`src/rtl/axi_ni_send_fsm.sv`:
```
// Response-path controller of the AXI target network interface: turns B and R
// beats into NoC response packets and retires the matching outstanding-ID entry.
module axi_ni_send_fsm #(
    parameter int MAX_SUPPORTED_IDS = 16,
    parameter int IDW               = 4,
    parameter int FLITW             = 32
) (
    input  logic                         clk,
    input  logic                         rst,
    input  logic                         BVALID,
    input  logic [IDW-1:0]               BID,
    input  logic [1:0]                   BRESP,
    output logic                         BREADY,
    input  logic                         RVALID,
    input  logic [IDW-1:0]               RID,
    input  logic [FLITW-1:0]             RDATA,
    input  logic [1:0]                   RRESP,
    input  logic                         RLAST,
    output logic                         RREADY,
    input  logic [MAX_SUPPORTED_IDS-1:0] wrr_rempty,
    input  logic [MAX_SUPPORTED_IDS-1:0] rdr_rempty,
    output logic [MAX_SUPPORTED_IDS-1:0] wrr_rinc,
    output logic [MAX_SUPPORTED_IDS-1:0] rdr_rinc,
    output logic [IDW-1:0]               lookup_id,
    input  logic [FLITW-1:0]             lookup_route,
    output logic [FLITW-1:0]             flit_out,
    output logic                         flit_valid,
    output logic                         flit_tail,
    input  logic                         link_stall,
    output logic                         protocol_error
);

    typedef enum logic [2:0] {
        IDLE,
        WR_HDR0,
        WR_HDR1,
        RD_HDR0,
        RD_HDR1,
        RD_PAYLOAD
    } state_t;

    state_t         state_reg, state_next;
    logic [IDW-1:0] id_reg, id_next;
    logic [1:0]     resp_reg, resp_next;
    logic           rr_last_reg, rr_last_next;   // 1: R was granted last
    logic           grant_b, grant_r;

    logic [MAX_SUPPORTED_IDS-1:0] bid_sel, rid_sel, id_sel;
    logic [FLITW-1:0]             hdr_word;

    generate
        for (genvar gi = 0; gi < MAX_SUPPORTED_IDS; gi++) begin : g_id_decode
            assign bid_sel[gi] = (BID == IDW'(gi));
            assign rid_sel[gi] = (RID == IDW'(gi));
            assign id_sel[gi]  = (id_reg == IDW'(gi));
        end
    endgenerate

    always_comb begin
        hdr_word                  = '0;
        hdr_word[IDW-1:0]         = id_reg;
        hdr_word[IDW+1:IDW]       = resp_reg;
    end

    // Outputs are forced to their idle values while rst is high so a reset
    // landing on a final beat can never issue a tracking pop.
    always_comb begin
        state_next     = state_reg;
        id_next        = id_reg;
        resp_next      = resp_reg;
        rr_last_next   = rr_last_reg;
        grant_b        = 1'b0;
        grant_r        = 1'b0;
        BREADY         = 1'b0;
        RREADY         = 1'b0;
        flit_valid     = 1'b0;
        flit_tail      = 1'b0;
        flit_out       = '0;
        wrr_rinc       = '0;
        rdr_rinc       = '0;
        protocol_error = 1'b0;
        lookup_id      = '0;
        if (!rst) begin
            case (state_reg)
                IDLE: begin
                    grant_b = BVALID && (!RVALID || rr_last_reg);
                    grant_r = RVALID && !grant_b;
                    if (grant_b) begin
                        BREADY         = 1'b1;
                        wrr_rinc       = bid_sel;
                        protocol_error = |(wrr_rempty & bid_sel);
                        id_next        = BID;
                        resp_next      = BRESP;
                        rr_last_next   = 1'b0;
                        state_next     = WR_HDR0;
                    end else if (grant_r) begin
                        // First beat stays on the bus; it is consumed in RD_PAYLOAD.
                        protocol_error = |(rdr_rempty & rid_sel);
                        id_next        = RID;
                        resp_next      = RRESP;
                        rr_last_next   = 1'b1;
                        state_next     = RD_HDR0;
                    end
                end
                WR_HDR0, RD_HDR0: begin
                    lookup_id  = id_reg;
                    flit_valid = 1'b1;
                    flit_out   = lookup_route;
                    if (!link_stall) begin
                        state_next = (state_reg == WR_HDR0) ? WR_HDR1 : RD_HDR1;
                    end
                end
                WR_HDR1: begin
                    lookup_id  = id_reg;
                    flit_valid = 1'b1;
                    flit_out   = hdr_word;
                    flit_tail  = 1'b1;
                    if (!link_stall) begin
                        state_next = IDLE;
                    end
                end
                RD_HDR1: begin
                    lookup_id           = id_reg;
                    flit_valid          = 1'b1;
                    flit_out            = hdr_word;
                    flit_out[FLITW-1]   = 1'b1;
                    if (!link_stall) begin
                        state_next = RD_PAYLOAD;
                    end
                end
                RD_PAYLOAD: begin
                    lookup_id  = id_reg;
                    flit_valid = RVALID;
                    flit_out   = RDATA;
                    flit_tail  = RLAST;
                    RREADY     = !link_stall;
                    if (RVALID && !link_stall && RLAST) begin
                        rdr_rinc   = id_sel;
                        state_next = IDLE;
                    end
                end
                default: begin
                    state_next = IDLE;
                end
            endcase
        end
    end

    always_ff @(posedge clk) begin
        if (rst) begin
            state_reg   <= IDLE;
            id_reg      <= '0;
            resp_reg    <= '0;
            rr_last_reg <= 1'b1;
        end else begin
            state_reg   <= state_next;
            id_reg      <= id_next;
            resp_reg    <= resp_next;
            rr_last_reg <= rr_last_next;
        end
    end

endmodule
```
`config.mk`:
```
export PLATFORM = sky130hd
export DESIGN_NAME = axi_ni_send_fsm
export DESIGN_NICKNAME = d
export VERILOG_FILES = /design/src/rtl/axi_ni_send_fsm.sv
export SDC_FILE = /design/constraint.sdc
export NUM_CORES = 1
export LEC_CHECK = 0
export ABC_AREA = 1
export CORE_MARGIN = 10
export CORE_UTILIZATION = 27
export CTS_BUF_LIST = sky130_fd_sc_hd__clkbuf_8 sky130_fd_sc_hd__clkbuf_16
export DETAILED_ROUTE_END_ITERATION = 12
export HOLD_SLACK_MARGIN = 0.15
export PLACE_DENSITY = 0.8
export SYNTH_ARGS = -nofsm -noshare
export SYNTH_HDL_FRONTEND = slang
export SYNTH_SLANG_ARGS = --single-unit
export TNS_END_PERCENT = 30
```
`constraint.sdc`:
```
create_clock -name clk -period 1.2 [get_ports clk]
set_input_delay 0.24 -clock clk [delete_from_list [all_inputs] [get_ports clk]]
set_output_delay 0.24 -clock clk [all_outputs]
set_load 0.03 [all_outputs]
```
Yosys cells after proc, flatten, opt, wreduce, memory -nomap -nowiden
Index checks and enable logic that the tools add are counted.
{ "totals": {"out_inout_bits": 73, "word_cells": 118, "input_bits": 114, "reg_bits": 10} }
{ "classes": {"n_bitwise": 2, "eq_ne": 55, "reduce_logical": 20, "mux": 37} }
{ "op_table": {"columns": ["operator", "count"], "rows": [
  ["$pmux W32 S4", 1],
  ["$eq A4 B4 Y1 const B", 24],
  ["$mux W16", 6],
  ["$eq A4 B3 Y1 const B", 12],
  ["$and A16 B16 Y16", 2],
  ["$mux W32", 1],
  ["$reduce_or A16 Y1", 2],
  ["$eq A4 B2 Y1 const B", 6],
  ["$mux W3", 7],
  ["$mux W4", 4],
  ["$pmux W3 S5", 1],
  ["$mux W1", 13],
  ["$eq A4 B1 Y1 const B", 3],
  ["$logic_not A4 Y1", 3],
  ["$ne A2 B2 Y1 const B", 4],
  ["$eq A3 B2 Y1 const B", 2],
  ["$eq A3 B3 Y1 const B", 2],
  ["$reduce_and A5 Y1", 1],
  ["$reduce_or A5 Y1", 1],
  ["$logic_and A1 B1 Y1", 4],
  ["$mux W2", 2],
  ["$pmux W1 S2", 2],
  ["$reduce_or A4 Y1", 1],
  ["$eq A3 B1 Y1 const B", 1],
  ["7 further kinds", 9]
]} }

Longest topological paths before layout
{ "logic_depth": {"word_depth": 9, "mapped_depth": 10} }

Least setup slack after synthesis
No wires, ideal clock.
{ "synth_timing": {"kind": "register to output", "start": "register state_reg[1]", "end": "output port wrr_rinc[11]", "path_buffers": 0, "path_slack_ps": -973, "path_stages_with_launch": 8, "t_arrival_ps": 1933, "cell_sequence": "dfxtp_1 -> nor2_4 -> nand2_4 -> nor2_2 -> inv_2 -> nor2_4 -> inv_2 -> nor4_1"} }
{ "synth_via": {"elab_chain_cells": 3} }
{ "synth_lines": {"columns": ["item", "line", "rtl"], "rows": [
  ["start, declared", "42", "state_t state_reg, state_next;"],
  ["start signal, assigned", "156", "state_reg <= state_next;"],
  ["$logic_not A3 Y1", "84", "case (state_reg)"],
  ["$mux W16", "84", null],
  ["$mux W16", "83", "if (!rst) begin"],
  ["end, declared", "22", "output logic [MAX_SUPPORTED_IDS-1:0] wrr_rinc,"]
]} }
No other way between the ends.

Worst setup path after layout
{ "layout_timing": {"start": "register state_reg[1]", "end": "output port protocol_error"} }
{ "layout_via": {"elab_chain_cells": 3} }
{ "layout_lines": {"columns": ["item", "line", "rtl"], "rows": [
  ["$logic_not A3 Y1", "84", null],
  ["$mux W1", "84", null],
  ["$mux W1", "83", null],
  ["end, declared", "30", "output logic protocol_error"]
]} }
No other way between the ends.

==> summary.txt <==
leading cell types in the layout, fill and taps excluded = nand2_1, clkdlybuf4s50_1, buf_4, buf_6, nor2_1
vias = 3,449
GR Overflow Total = 0
number of nets with antenna violations after routing = 0
Final Max Slew Viols = 0
CP Launch Type = flip-flop
Setup-failing EPs final = 83
Max Root-Sink Buffers = 2
Worst Hold Class = flip-flop to flip-flop
Final Skew = 3.78 ps
Clk Latency, worst-skew pair = 250 ps
cts bufs inserted = 3
CP Data Required Time = 960 ps
Avg Inst Size Synth = 4.96 µm²
Slew headroom = 82.3%
global placer's final weighted congestion = 0.876
num ports = 187
Post-Route WL = 11,400 µm
area fraction in compound gates after synthesis = 16.2%
hold path depth = 2
Iteration-0 DRC Markers = 133
simple-gate share of the synthesized area = 62.1%
synthesis-stage register bit count = 10
1st-pass router iterations = 5
CP endpoint kind = output port
Inst Count DP = 677
CP arrival = 1640 ps
Initial Util = 28.0%
HP Start = rr_last_reg
setup slack, reg-to-reg = -180 ps
clock sinks = 10
row cnt = 29
status = finished, violations left
max FFs per register = 4
area delta synth->final = 168%
Clock Pin Slew Worst Setup and Hold Paths = 50 ps
Hold Vio Cnt, Final = 0
R2R Path Start = state_reg[1]
Worst Hold Endpoint = rr_last_reg
die area = 0.0103 mm²
Finished Layout Cells = 691
number of max-cap violations = 0
detailed-route wire length per cell = 16.6 µm
Clock Tree Root = clkbuf_8
largest family of logic cells by synthesized area = simple AND/OR/NAND/NOR gates
Least-Margin Pin Slew = 264 ps
sequential fraction of the synthesis area = 11.1%
Post-Synth Adder-Cell Area = 0%
Port-buffer cells = 186
largest net degree at the start of global routing = 33
FF-to-FF End = state_reg[2]
leakage = 0.00205 µW
Post-CTS Hold Fix Bufs = 0
core area = 0.00642 mm²
post-placement setup slack = -805 ps
dpl hpwl = 8860 µm
xor/xnor cell area share of the yosys netlist = 0%
crit path kind = flip-flop to output port
die width = 102 µm
Residual DRC = 0
RSZ-0062 raised after global routing = yes
final worst-path cycle share = 156%
most common cell after layout, fill and taps aside = nand2_1
via-per-instance ratio = 4.99
R2R cell count = 10
CTS H-tree depth = 1
VDD IR max = 0.634 mV
antenna cells = 0
synthesized cell area = 0.00180 mm²
pwr/cell area = 1190 mW/mm²
Mapped Nets = 476
layout cells sized above 1 = 38.6%
failing checks = setup timing
synthesis warning total = 0
nets = 729
Gate Count Post-Synth = 362
Max Fclk = 0.533 GHz
die height = 102 µm
Final WS setup = -676 ps
vias in the first global route = 3,506
mux share of post-synthesis cell area = 0%
first-pass GRT wire length = 17,100 µm
hold_ws = 550 ps
Max FO, Critical Path = 3
fin crit period = 1880 ps
initial antenna violation count = 0
CTS tree = built
unique cell type count in the Yosys netlist = 25
gr usage total = 20.1%
==> worst max path at each step <==
stage                       from             end  slack, ps  cells after the start
finish              state_reg[1]  protocol_error       -680                     10
global route        state_reg[1]    wrr_rinc[12]       -760                      8
CTS                 state_reg[1]    rdr_rinc[12]       -690                      9
detailed placement        RVALID    rdr_rinc[12]       -810                     10
global placement          RVALID     rdr_rinc[9]       -720                     10
floorplan           state_reg[0]    wrr_rinc[15]       -600                      8
==> power by group <==
part | internal (µW) | leakage [µW] | switching [µW]
logic | 2160 | 0.00194 | 2480
registers | 491 | 0.0000845 | 155
clock network | 290 | 0.0000288 | 152
==> routing by layer <==
layer / global-route usage, % / wire length [µm] / part of all wire (%)
met5: 0 / 0 / 0
met4: 5.28 / 193 / 1.7
met3: 8.30 / 1520 / 13
met2: 37.9 / 5910 / 52
met1: 19.8 / 3820 / 33
==> critical path, cell delays in order (launching register included) <==
cell	delay [ps]
dfxtp_4	350
nor2_4	160
nand2_4	80
nor2_4	80
inv_2	50
nor2_4	180
buf_12	150
buf_6	90
o21ai_2	40
nand2_1	70
buf_6	130
==> cells by family (layout without fill, tap and decap cells) <==
logic type	count (synthesis)	after routing
and+or+nand+nor	257	257
buffers and inverters	43	295
DFF	10	10
AOI/OAI and AO/OA	52	52
==> per-stage QoR <==
step                util, %  setup TNS, ps  instance area, µm²  power [µW]
finish                 74.9         -42440                4810        5730
global route           74.9         -50250                4810        6100
CTS                    72.9         -42260                4680        5520
detailed placement     66.9         -36150                4300        4590
global placement       66.9         -34340                4300        4530
floorplan                 -         -27000                2020        2700
==> timing repair <==
action                                  CTS  global route
resized for setup                        80            31
cloned                                    1             0
setup buffers                             7             2
pin swaps                                16             8
endpoints found under the setup margin   83            83
==> layout make-up <==
class / count / area, µm²
Clock buffer: 4 / 55.1
Fill cell: 466 / 1610
Inverter: 28 / 123
Multi-Input combinational cell: 309 / 1810
Sequential cell: 10 / 209
Tap cell: 77 / 96.3
Timing Repair Buffer: 262 / 2510
Timing Repair inverter: 1 / 11.3
==> Yosys cell counts, drive strengths merged <==
cell type / number / area share [%]
nand2: 144 / 31
nor2: 63 / 15
nand3: 35 / 10
a21oi: 29 / 8.3
inv: 28 / 5.8
a31oi: 13 / 4.5
buf: 11 / 3.8
dfxtp: 10 / 11
o21ai: 10 / 3.4
nor3: 8 / 3.3
nor4: 6 / 2.1
clkbuf: 4 / 0.84
nand4: 1 / 0.35
(Power assumes the default switching activity.)
